[config.mk]
export PLATFORM = sky130hd
export DESIGN_NAME = scope_capture
export DESIGN_NICKNAME = d
export VERILOG_FILES = /design/src/rtl/scope_capture.sv
export SDC_FILE = /design/constraint.sdc
export NUM_CORES = 2
export LEC_CHECK = 0
export BUFFER_PORTS_ARGS = -buffer_cell sky130_fd_sc_hd__buf_2
export CAP_MARGIN = 20
export CORE_MARGIN = 2
export CORE_UTILIZATION = 30
export DETAILED_ROUTE_END_ITERATION = 8
export PLACE_DENSITY_LB_ADDON = 0.05
export SETUP_SLACK_MARGIN = 0.15
export SYNTH_ARGS = -nofsm -noshare
export SYNTH_HDL_FRONTEND = slang
export SYNTH_SLANG_ARGS = --single-unit
[constraint.sdc]
create_clock -name clk -period 3.7 [get_ports clk]
set_input_delay 0 -clock clk [delete_from_list [all_inputs] [get_ports clk]]
set_output_delay 0 -clock clk [all_outputs]
set_load 0.005 [all_outputs]
[src/rtl/scope_capture.sv]
// Triggered capture engine for the audio scope labs: level/edge trigger,
// decimated screen-row record with a registered read port, period meter.
module scope_capture #(
  parameter int w_sample      = 24,
  parameter int screen_height = 480,
  parameter int w_y           = $clog2(screen_height),
  parameter int depth         = 320,
  parameter int w_addr        = $clog2(depth + 1),
  parameter int sample_shift  = 18 - w_y,
  parameter int w_decim       = 8,
  parameter int auto_timeout  = 65535,
  parameter int w_period      = 20
) (
  input  logic                       clk,
  input  logic                       rst_n,
  input  logic                       sample_valid,
  input  logic signed [w_sample-1:0] sample,
  input  logic signed [w_sample-1:0] trig_level,
  input  logic                       trig_falling,
  input  logic [1:0]                 mode,
  input  logic                       arm,
  input  logic                       frame_ack,
  input  logic [w_decim-1:0]         decim,
  input  logic [w_addr-1:0]          rd_addr,
  output logic [w_y-1:0]             rd_data,
  output logic [w_addr-1:0]          wr_count,
  output logic [1:0]                 state,
  output logic [w_period-1:0]        period,
  output logic                       period_valid
);

  localparam int half = screen_height / 2;
  localparam int w_to = $clog2(auto_timeout + 1);

  localparam logic signed [w_sample-1:0] lim_hi =
    w_sample'((half - 1) << sample_shift);
  localparam logic signed [w_sample-1:0] lim_lo = -lim_hi;
  localparam logic [w_to-1:0]     to_last   = w_to'(auto_timeout - 1);
  localparam logic [w_addr-1:0]   last_addr = w_addr'(depth - 1);
  localparam logic [w_addr-1:0]   n_entries = w_addr'(depth);
  localparam logic [w_period-1:0] p_max     = '1;

  typedef enum logic [1:0] {
    IDLE      = 2'd0,
    WAIT_TRIG = 2'd1,
    CAPTURE   = 2'd2,
    HOLD      = 2'd3
  } state_t;

  state_t st_q, st_d;

  logic signed [w_sample-1:0] prev_q;
  logic [1:0]                 mode_q;
  logic [w_decim-1:0]         decim_q;
  logic [w_decim-1:0]         dcnt_q;
  logic [w_to-1:0]            tcnt_q;
  logic [w_addr-1:0]          wr_count_q;
  logic [w_period-1:0]        pcnt_q;
  logic [w_period-1:0]        period_q;
  logic                       period_valid_q;
  logic [w_y-1:0]             rd_q;

  logic [w_y-1:0] mem [depth];

  logic                       rise;
  logic                       fall;
  logic                       edge_hit;
  logic                       auto_q;
  logic                       trig_hit;
  logic                       store;
  logic                       we;
  logic                       enter_wait;
  logic [w_addr-1:0]          wa;
  logic signed [w_sample-1:0] clamped;
  logic signed [w_sample-1:0] shifted;
  logic signed [w_sample-1:0] row_full;
  logic [w_y-1:0]             wdata;

  assign rise = (prev_q < trig_level) && (sample >= trig_level);
  assign fall = (prev_q >= trig_level) && (sample < trig_level);
  assign edge_hit = trig_falling ? fall : rise;
  assign auto_q = (mode_q == 2'd0) || (mode_q == 2'd3);

  always_comb begin
    clamped = sample;
    unique case (1'b1)
      sample > lim_hi: clamped = lim_hi;
      sample < lim_lo: clamped = lim_lo;
      default: ;
    endcase
  end

  // Screen rows grow downwards, so positive samples map above the midline.
  assign shifted  = clamped >>> sample_shift;
  assign row_full = w_sample'(half) - shifted;
  assign wdata    = row_full[w_y-1:0];

  always_comb begin
    st_d     = st_q;
    trig_hit = 1'b0;
    store    = 1'b0;
    we       = 1'b0;
    wa       = wr_count_q;
    unique case (st_q)
      IDLE: begin
        if (mode != 2'd2 || arm) st_d = WAIT_TRIG;
      end
      WAIT_TRIG: begin
        if (sample_valid &&
            (edge_hit || (auto_q && tcnt_q == to_last))) begin
          trig_hit = 1'b1;
          we       = 1'b1;
          wa       = '0;
          st_d     = (depth == 1) ? HOLD : CAPTURE;
        end
      end
      CAPTURE: begin
        if (sample_valid && dcnt_q == decim_q) begin
          store = 1'b1;
          we    = 1'b1;
          if (wr_count_q == last_addr) st_d = HOLD;
        end
      end
      HOLD: begin
        if ((mode_q == 2'd2) ? arm : frame_ack) st_d = IDLE;
      end
      default: st_d = IDLE;
    endcase
  end

  assign enter_wait = (st_q == IDLE) && (st_d == WAIT_TRIG);

  always_ff @(posedge clk or negedge rst_n) begin
    if (!rst_n) begin
      st_q           <= IDLE;
      prev_q         <= '0;
      mode_q         <= '0;
      decim_q        <= '0;
      dcnt_q         <= '0;
      tcnt_q         <= '0;
      wr_count_q     <= '0;
      pcnt_q         <= '0;
      period_q       <= '0;
      period_valid_q <= 1'b0;
      rd_q           <= '0;
    end else begin
      st_q <= st_d;
      if (sample_valid) prev_q <= sample;
      if (enter_wait) begin
        mode_q <= mode;
        tcnt_q <= '0;
      end else if (st_q == WAIT_TRIG && sample_valid &&
                   tcnt_q != to_last) begin
        tcnt_q <= tcnt_q + 1'b1;
      end
      // The trigger sample is entry 0, so the record starts one entry full.
      if (trig_hit) begin
        wr_count_q <= w_addr'(1);
        dcnt_q     <= '0;
        decim_q    <= decim;
      end else if (st_q == CAPTURE && sample_valid) begin
        if (store) begin
          wr_count_q <= wr_count_q + 1'b1;
          dcnt_q     <= '0;
        end else begin
          dcnt_q <= dcnt_q + 1'b1;
        end
      end
      if (sample_valid && rise) begin
        period_q       <= (pcnt_q == p_max) ? p_max : pcnt_q + 1'b1;
        period_valid_q <= 1'b1;
        pcnt_q         <= '0;
      end else if (sample_valid && pcnt_q != p_max) begin
        pcnt_q <= pcnt_q + 1'b1;
      end
      rd_q <= (rd_addr < n_entries) ? mem[rd_addr] : '0;
    end
  end

  always_ff @(posedge clk) begin
    if (we) mem[wa] <= wdata;
  end

  assign rd_data      = rd_q;
  assign wr_count     = wr_count_q;
  assign state        = st_q;
  assign period       = period_q;
  assign period_valid = period_valid_q;

endmodule

==> flow_metrics.tcl <==
set metrics [dict create \
    status "finished with violations" \
    postRouteAntennaNets 0 \
    gp_congestion 0.807 \
    cts.sinks 2999 \
    grt_pass1_wl_um 533000 \
    avgSynthCellArea_um2 20.4 \
    nets 7077 \
    netlist_instances 5874 \
    antenna_found_initial 34 \
    synthFlopType "edfxtp_1" \
    cts.path.max_buffers 4 \
    vias 62669 \
    coreArea_mm2 0.399 \
    routed_via_density 5.01 \
    htree_levels 5 \
    area_growth_pct 24.2 \
    rsz0062_at_grt "true" \
    synth_edf_count 2880 \
    path_max_fanout 10 \
    tightest_slew_ns 0.877 \
    port_buffers 113 \
    hold_ws_ns 0.0853 \
    fp.dieArea_mm2 0.405 \
    power_uw 79100 \
    hp-class "input pin to flop" \
    ys_types 59 \
    syn_nets 6006 \
    track_usage_pct 18.6 \
    start_util_pct 30.1 \
    setup-violations-final 1002 \
    cts_tree "done" \
    slew_viol_final 0 \
    period_needed_ns 3.82 \
    async_flop_share_pct 3.97 \
    power.density_mw_per_mm2 530 \
    drcViolationCount 0 \
    fp.dieW_um 637 \
    setup_tns_ns -34.41 \
    ir_worst_vdd_v 0.000350 \
    worstPathRequired_ns 4.34 \
    fin_ws_ns -0.120 \
    die_height_um 637 \
    clock_latency_ns 0.96 \
    io-pin-count 114 \
    cts_buffers 352 \
    grt_pass1_vias 64681 \
    arrival_ns 4.46 \
    hold_viol 0 \
    final_layout_size_suffix_gt1_share_pct 35.7 \
    startpoint_type "flop" \
    grt_max_degree 120 \
    ys_seq_area_share_pct 74.5 \
    cts_root_buf "clkbuf_16" \
    drt_iter0_drc 5788 \
    period_share_pct 103 \
    num_rows 232 \
    clk_pin_slew_worst_paths_ns 0.07 \
    post-dp-hpwl_um 259000 \
    skew_ns 0.0508 \
    grt_overflow_total 0 \
    crit_type "flop to flop" \
    maxCapViolCount 0 \
    yosys_warnings 0 \
    rr_worst_depth 15 \
    relSlewSlack_pct 41.3 \
    drt_first_pass_iters 5 \
    cp-end-kind "flop" \
    p_leak_uw 0.0475 \
    violations "setup timing" \
    drt-wirelength-per-cell_um 30.7 \
    fill_cells 36573 \
    netlist_area_mm2 0.120 \
    synth-seq-cells 2999 \
    min_path_cells 4 \
    wl_um 384000 \
    max_freq_mhz 262 \
]
## cells by family after synthesis
group,Yosys count,share of synthesized area (%)
flops,2999,74.5
simple gates,1164,4.46
fa+ha+maj,59,0.615
compound gates,170,0.927
mux,1015,17.5
buf+inv,401,1.49
xor+xnor,66,0.481
## critical path: stages, from the launching register on
cell and delay [ns]:
dfrtp_1 0.41, ha_4 0.22, a21o_1 0.18, a22oi_2 0.18
a32oi_2 0.15, a2111o_1 0.43, a211o_1 0.28, a21oi_2 0.13
buf_4 0.14, a21boi_4 0.05, buf_12 0.14, buf_16 0.18
buf_4 0.24, buf_4 0.19, nor4b_4 0.35, buf_6 0.20
## flip-flops by register name (all words and copies together) (netlist names)
| name | cells |
|---|---|
| dcnt_q | 8 |
| decim_q | 8 |
| mem | 2880 |
| mode_q | 2 |
| pcnt_q | 20 |
| period | 20 |
| period_valid | 1 |
| prev_q | 24 |
| rd_data | 9 |
| state | 2 |
| tcnt_q | 16 |
| wr_count | 9 |
## layout by cell type (no fill, tap or decap), types with 20 or more instances in the layout
master and instances:
edfxtp_1 2880, mux4_2 865, buf_4 586, nand2_1 413
clkbuf_16 362, buf_12 235, nor3_1 210, nor2_1 171
buf_2 123, dfrtp_1 119, dlygate4sd3_1 101, mux2i_1 94
nand3_1 92, clkbuf_1 73, clkinv_2 66, nor3_4 65
clkinv_1 64, ha_1 56, mux2_2 49, nor3_2 41
inv_1 38, nand4_1 37, xor2_1 37, a21oi_1 33
bufinv_16 33, xnor2_1 28, nor4_2 26, a31oi_1 23
o211ai_1 21, o21ai_0 20
## worst paths after layout
| path | slack (ns) | startpoint | end |
|---|---|---|---|
| max | -0.12 | prev_q[6] | mem[182][5] |
| max in group asynchronous | 2.72 | rst_n | tcnt_q[3] |
| min in group asynchronous | 0.31 | rst_n | decim_q[7] |
| min reg2reg | 0.47 | period_valid | period_valid |
| max reg2reg | -0.12 | prev_q[6] | mem[182][5] |
| min | 0.09 | sample[10] | prev_q[10] |
## synth_stat cells, drive strengths merged, types with 20 or more instances
| master | instances | area (um^2) |
|---|---|---|
| a21oi | 36 | 180 |
| a22oi | 20 | 150 |
| a31oi | 24 | 150 |
| buf | 166 | 911 |
| clkbuf | 196 | 736 |
| dfrtp | 119 | 2980 |
| edfxtp | 2880 | 86500 |
| ha | 59 | 738 |
| inv | 39 | 146 |
| mux2 | 56 | 631 |
| mux2i | 94 | 941 |
| mux4 | 865 | 19500 |
| nand2 | 413 | 1550 |
| nand3 | 93 | 465 |
| nand4 | 37 | 231 |
| nor2 | 172 | 646 |
| nor2b | 21 | 131 |
| nor3 | 316 | 1580 |
| nor4 | 41 | 257 |
| o211ai | 21 | 158 |
| o21ai | 24 | 120 |
| xnor2 | 28 | 245 |
| xor2 | 38 | 333 |
## power breakdown
part	internal [uW]	switching (uW)	total, uW	leakage, uW
sequential	37700	218	37900	0.0272
combinational	2510	4270	6780	0.0147
clock	20200	14200	34400	0.00553
## metrics by stage
stage / instance area (um^2) / util, % / setup slack [ns] / std cells
floorplan: 120000 / - / -3.60 / 5874
global placement: 135000 / 33.8 / -0.711 / 11682
detailed placement: 135000 / 33.9 / -0.679 / 11697
CTS: 148000 / 37.0 / -0.402 / 12441
global route: 149000 / 37.4 / -0.203 / 12500
finish: 149000 / 37.4 / -0.120 / 12505
## layer usage
metal  global-route usage [%]  share of wire, %  vias to the layer above
met5                        0                 0                        -
met4                     3.39               1.7                        0
met3                     2.85               5.1                      400
met2                     29.1                46                     1627
met1                     27.7                47                    34119
li1                         -                 -                    26523
## what timing repair did
item	in CTS	in global routing
pin swaps	11	39
endpoints found under the setup margin	2870	3609
cloned	0	8
hold buffers	101	0
buffers inserted	0	33
gates resized for setup	54	151
hold endpoints to repair	514	0
## layout make-up
class	instances	area, um^2	area share (%)
tap	5265	6590	4.42
sequential	2999	89500	60.0
timing repair buffer	1079	11200	7.53
multi-input combinational	2474	30400	20.4
clock inverter	205	1970	1.32
antenna	6	15.0	0.0101
clock buffer	438	9350	6.27
inverter	39	154	0.103
Power figures use the tool's default switching activity.
